==> src/rtl/mem_bus_sched.sv <==
// mem_bus_sched: arbitrates icache line fills and LSB word accesses onto one byte-wide memory bus
module mem_bus_sched #(
  parameter int LINE_BYTES = 16,
  parameter int STARVE_MAX = 4
) (
  input  logic                    clk,
  input  logic                    reset,
  input  logic                    ready,
  input  logic                    clear,
  input  logic                    if_req,
  input  logic [31:0]             if_addr,
  output logic                    if_done,
  output logic [8*LINE_BYTES-1:0] if_line,
  input  logic                    ls_req,
  input  logic                    ls_wr,
  input  logic [31:0]             ls_addr,
  input  logic [2:0]              ls_len,
  input  logic [31:0]             ls_wdata,
  output logic                    ls_done,
  output logic [31:0]             ls_rdata,
  input  logic [7:0]              mem_din,
  output logic [7:0]              mem_dout,
  output logic [31:0]             mem_a,
  output logic                    mem_wr,
  input  logic                    io_buffer_full
);
  localparam int OW = $clog2(LINE_BYTES);
  localparam int CW = OW + 1;
  localparam int SW = $clog2(STARVE_MAX + 1);
  localparam logic [CW-1:0] LB = CW'(LINE_BYTES);
  localparam logic [SW-1:0] SMAX = SW'(STARVE_MAX);
  typedef enum logic [2:0] {IDLE, IF_RD, LS_RD, LS_WR, DONE} state_t;
  state_t                  state;
  logic [SW-1:0]           starve;
  logic [CW-1:0]           cnt, len;
  logic [31:0]             base, wd;
  logic                    io;
  logic [8*LINE_BYTES-1:0] buf_q, nbuf;
  logic [OW-1:0]           bi;
  logic [CW-1:0]           ls_n;
  logic [31:0]             line_base;
  logic                    grant_ls, first_ok;
  assign ls_n      = (ls_len == 3'd1) ? CW'(1) : (ls_len == 3'd2) ? CW'(2) : CW'(4);
  assign line_base = if_addr & ~32'(LINE_BYTES - 1);
  assign grant_ls  = ls_req && !(if_req && starve == SMAX);
  assign first_ok  = ls_addr[17:16] != 2'b11 || !io_buffer_full;
  // In read states cnt counts cycles since grant, so mem_din holds byte cnt-1
  assign bi = OW'(cnt - CW'(1));
  always_comb begin
    nbuf = buf_q;
    nbuf[{bi, 3'b000} +: 8] = mem_din;
  end
  always_ff @(posedge clk) begin
    if (reset) begin
      state    <= IDLE;
      starve   <= '0;
      cnt      <= '0;
      len      <= '0;
      base     <= '0;
      wd       <= '0;
      io       <= 1'b0;
      buf_q    <= '0;
      if_done  <= 1'b0;
      if_line  <= '0;
      ls_done  <= 1'b0;
      ls_rdata <= '0;
      mem_dout <= '0;
      mem_a    <= '0;
      mem_wr   <= 1'b0;
    end else if (ready) begin
      if_done  <= 1'b0;
      ls_done  <= 1'b0;
      mem_a    <= '0;
      mem_wr   <= 1'b0;
      mem_dout <= '0;
      if (clear) starve <= '0;
      case (state)
        IDLE: begin
          if (!if_req) starve <= '0;
          if (!clear && grant_ls) begin
            if (if_req) starve <= starve + SW'(1);
            base  <= ls_addr;
            len   <= ls_n;
            wd    <= ls_wdata;
            io    <= ls_addr[17:16] == 2'b11;
            buf_q <= '0;
            if (ls_wr) begin
              state <= LS_WR;
              cnt   <= first_ok ? CW'(1) : CW'(0);
              if (first_ok) begin
                mem_a    <= ls_addr;
                mem_wr   <= 1'b1;
                mem_dout <= ls_wdata[7:0];
              end
            end else begin
              state <= LS_RD;
              cnt   <= '0;
              mem_a <= ls_addr;
            end
          end else if (!clear && if_req) begin
            state  <= IF_RD;
            starve <= '0;
            base   <= line_base;
            len    <= LB;
            cnt    <= '0;
            buf_q  <= '0;
            mem_a  <= line_base;
          end
        end
        IF_RD, LS_RD: begin
          if (clear) state <= IDLE;
          else begin
            if (cnt != '0) buf_q <= nbuf;
            if (cnt == len) begin
              state <= DONE;
              if (state == IF_RD) begin
                if_line <= nbuf;
                if_done <= 1'b1;
              end else begin
                ls_rdata <= nbuf[31:0];
                ls_done  <= 1'b1;
              end
            end else begin
              cnt <= cnt + CW'(1);
              if (cnt + CW'(1) != len) mem_a <= base + 32'(cnt) + 32'd1;
            end
          end
        end
        LS_WR: begin
          // cnt counts bytes already put on the bus; a full uart buffer stalls I/O stores
          if (cnt == len) begin
            state   <= DONE;
            ls_done <= 1'b1;
          end else if (!io || !io_buffer_full) begin
            mem_a    <= base + 32'(cnt);
            mem_wr   <= 1'b1;
            mem_dout <= wd[{cnt[1:0], 3'b000} +: 8];
            cnt      <= cnt + CW'(1);
          end
        end
        DONE: state <= IDLE;
        default: state <= IDLE;
      endcase
    end
  end
endmodule

==> config.mk <==
export PLATFORM = sky130hd
export DESIGN_NAME = mem_bus_sched
export DESIGN_NICKNAME = d
export VERILOG_FILES = /design/src/rtl/mem_bus_sched.sv
export SDC_FILE = /design/constraint.sdc
export NUM_CORES = 1
export LEC_CHECK = 0
export ABC_CLOCK_PERIOD_IN_PS = 9700
export BUFFER_PORTS_ARGS = -buffer_cell sky130_fd_sc_hd__buf_2
export CAP_MARGIN = 5
export CORE_MARGIN = 4
export CORE_UTILIZATION = 50
export CTS_BUF_LIST = sky130_fd_sc_hd__clkbuf_8
export DETAILED_ROUTE_END_ITERATION = 16
export PLACE_DENSITY = 0.76
export SLEW_MARGIN = 0
export SYNTH_ARGS = -nofsm -noshare
export SYNTH_HDL_FRONTEND = slang
export SYNTH_SLANG_ARGS = --single-unit
export TNS_END_PERCENT = 5
==> constraint.sdc <==
create_clock -name clk -period 9.7 [get_ports clk]
set_input_delay 0 -clock clk [delete_from_list [all_inputs] [get_ports clk]]
set_output_delay 0 -clock clk [all_outputs]
set_load 0.05 [all_outputs]
==> flow_summary_export.csv <==
group,metric,value,unit
sta,fin_crit,4.680,ns
power_and_ir_drop,comb_power_share,13.9,%
global_route,grt_max_degree,246,
setup_path,critPathMaxFanout,112,
die,die_area,0.04150,mm^2
sta,slew_violations,0,
placed_design,hpwl,42.15,mm
clocking,cts_buffers,71,
sta,setup_viol_count_final,0,
power_and_ir_drop,ir_drop,0.1245,mV
placed_design,placedCellCount,3041,
power_and_ir_drop,sw_frac_of_total,29.68,%
setup_path,critPathMaxStageDelay,0.92,ns
setup_path,worstPathCellList,"buf_4 -> xnor2_1 -> nand2_1 -> nor4_2 -> and4_4 -> buf_4 -> buf_4 -> nor2_1 -> a211oi_1",
clocking,cts_tree,"done",
die,start_util,50.73,%
die,floorplan.rows,71,
clocking,h-tree-depth,3,
sta,worst_pin_slew,1.159,ns
sta,setup_ws,5.020,ns
die,core_area,0.03776,mm^2
setup_path,crit_type,"flop to flop",
cells_and_area,syn_to_final_growth,23.41,%
run,maxCapViolCount,0,
power_and_ir_drop,p_leak,9.006,nW
sta,rsz0062_at_grt,"no",
global_route,overflow,0,
die,die_y,203.7,um
routing,routed_wl,64.98,mm
global_route,grt_pass1_wl,101.2,mm
synth,syn_area,0.01915,mm^2
sta,hold_ws,0.07057,ns
cells_and_area,final_nets,2873,
synth,syn-instance-count,2399,
sta,skew,0.03247,ns
routing,drc,0,
synth,async_reset_ff_share,0,%
min_path,hold_path.class,"primary input to flop",
sta,max_freq,213.7,MHz
setup_path,cp_slowest_cell,"buf_4",
cells_and_area,final_layout_size_suffix_gt1_share,17.33,%
placed_design,routabilityCongestion,0.9620,
clocking,cts.path.max_buffers,3,
clocking,root_buffer,"clkbuf_8",
setup_path,cp.required,10.22,ns
synth,synth-simple-area-share,22.73,%
synth,synthAdderAreaFrac,1.019,%
synth,synth_cell_types,86,
routing,first_pass_iters,8,
global_route,grt_pass1_vias,18740,
synth,synth_ff_type,"dfxtp_1",
power_and_ir_drop,intPower,2.757,mW
routing,route.vias.total,20030,
routing,routed_via_density,6.047,
routing,ant_nets,0,
setup_path,start_kind,"flop",
synth,synth-compound-area-share,23.77,%
cells_and_area,layout_common_cells,"nor2_1, dfxtp_1, buf_2, nand2_1, a21oi_1",
synth,synth-edff-count,0,
sta,finalCritPeriodShare,48.25,%
cells_and_area,fill_cells,3162,
cells_and_area,utilization,62.60,%
setup_path,end_kind,"flop",
power_and_ir_drop,power_frac_seq,45.3,%
power_and_ir_drop,power.share.clock,40.8,%
power_and_ir_drop,power.density,165.9,mW/mm^2
routing,drtIter0Drc,2348,
synth,ys.warnings.count,0,
global_route,antenna_found_initial,3,
placed_design,dpl_worst_slack,5.068,ns
cells_and_area,stdcell_count,3313,
clocking,clkTransAtPathRegs,0.06,ns
power_and_ir_drop,switchingPower,1.164,mW
synth,synth_top_family_by_area,"compound AO/OA/AOI/OAI gates",
setup_path,worst-endpoint-arrival,5.20,ns
global_route,track_usage,29.73,%
placed_design,numPortBuffers,313,
sta,hold_viol,0,
clocking,clk_latency,0.63,ns
clocking,postCtsSetupBuffers,0,
synth,yosysSeqAreaShare,42.96,%
cells_and_area,mostFrequentLayoutCell,"nor2_1",
die,die_w,203.7,um
sta,slew_headroom,22.48,%
synth,syn_avg_cell_area,7.983,um^2
status,outcome,"finished clean",
synth,ys_ff_latch,411,
routing,wl_per_cell,19.61,um
synth,syn-num-nets,2529,
clocking,cts.sinks,411,
die,boundaryPins,318,
synth,synth_mux_area_share,2.365,%
sta,setup_tns,0,ns
setup_path,cpMostUsedCell,"buf_4",
synth,synthXorXnorAreaFrac,2.561,%
## path summary, 6_finish.rpt
| check | start | to | slack, ns | cells after the start |
|---|---|---|---|---|
| max | cnt[0] | if_line[80] | 5.02 | 9 |
| min | ls_addr[28] | mem_a[28] | 0.07 | 5 |
| max reg2reg | cnt[0] | if_line[80] | 5.02 | 9 |
| min reg2reg | wd[19] | wd[19] | 0.46 | 2 |
## stage by stage
step / total power [mW] / cell area (um^2)
final: 3.920 / 23640
after global routing: 4.061 / 23640
after CTS: 3.922 / 23620
after detailed placement: 2.290 / 20770
after global placement: 2.280 / 20770
after floorplan: 2.142 / 19150
## sequential cells by signal (all words and copies together) (netlist names)
name,cells
mem_wr,1
if_line,128
starve,3
base,32
mem_a,32
mem_dout,8
if_done,1
ls_rdata,32
len,4
io,1
state,3
cnt,5
wd,32
ls_done,1
buf_q,128
## critical path, delay by kind of cell, from the launching register on
kind / cells / cell delay, ns
buffers and inverters: 3 / 2.01
AND/OR/NAND/NOR: 4 / 1.65
flip-flops: 1 / 0.30
AO/OA/AOI/OAI: 1 / 0.27
XOR/XNOR: 1 / 0.21
## cells in the mapped netlist, types with 6 or more instances
| cell type | n | share of area, % |
|---|---|---|
| a211oi_1 | 146 | 5.7 |
| nor2_1 | 528 | 10 |
| nand2b_1 | 6 | 0.20 |
| buf_4 | 6 | 0.24 |
| o21ai_0 | 25 | 0.65 |
| buf_1 | 8 | 0.16 |
| nand3b_1 | 8 | 0.31 |
| or3_1 | 7 | 0.23 |
| xor2_1 | 18 | 0.82 |
| a32oi_1 | 27 | 1.2 |
| o21a_1 | 10 | 0.39 |
| nor2b_1 | 6 | 0.20 |
| o211ai_1 | 9 | 0.35 |
| buf_2 | 16 | 0.42 |
| a21oi_1 | 194 | 5.1 |
| nor3_1 | 48 | 1.3 |
| mux4_2 | 8 | 0.94 |
| or2_2 | 6 | 0.20 |
| xnor2_1 | 38 | 1.7 |
| a21o_1 | 11 | 0.43 |
| a222oi_1 | 19 | 0.99 |
| and2_1 | 7 | 0.23 |
| nand3_1 | 69 | 1.8 |
| and4_1 | 8 | 0.37 |
| mux2i_1 | 25 | 1.3 |
| a22oi_1 | 96 | 3.8 |
| clkbuf_1 | 174 | 3.4 |
| ha_1 | 14 | 0.91 |
| a31oi_1 | 8 | 0.26 |
| dfxtp_1 | 411 | 43 |
| inv_1 | 16 | 0.31 |
| a311oi_1 | 52 | 2.4 |
| nand2_1 | 258 | 5.1 |
| nor4_1 | 6 | 0.20 |
| nand4_1 | 21 | 0.69 |
## logic make-up after synthesis
group	after synthesis
compound gates	649
xor+xnor	56
fa+ha+maj	15
buf+inv	221
flops	411
mux	35
simple gates	1012
## power groups by stage
stage                     Combinational (mW)  Sequential, mW  Clock, mW
after floorplan                        0.269            1.87          0
after global placement                 0.473            1.81          0
after detailed placement               0.482            1.81          0
after CTS                              0.532            1.77       1.62
after global routing                   0.582            1.78       1.70
final                                  0.546            1.78       1.60
## metal layers
metal | GRT usage [%] | routed length, um
met1 | 40.14 | 26290
met2 | 46.64 | 29520
met3 | 5.295 | 6511
met4 | 13.54 | 2667
met5 | 0 | 0
## final cells by class
type	instances	area (um^2)	area share, %
Tap cell	511	639.4	2.705
Antenna cell	3	7.507	0.03176
Inverter	16	60.06	0.2541
Timing Repair Buffer	476	3161	13.37
Sequential cell	411	8228	34.81
Clock inverter	38	203.9	0.8629
Clock buffer	91	1252	5.299
Multi-Input combinational cell	1767	10080	42.66
## what timing repair did
item                                    CTS  global route
endpoints found under the hold margin   207             0
hold buffers                            139             0
endpoints found under the setup margin    0             0
gates resized for setup                   0             0
(Power assumes the default switching activity.)
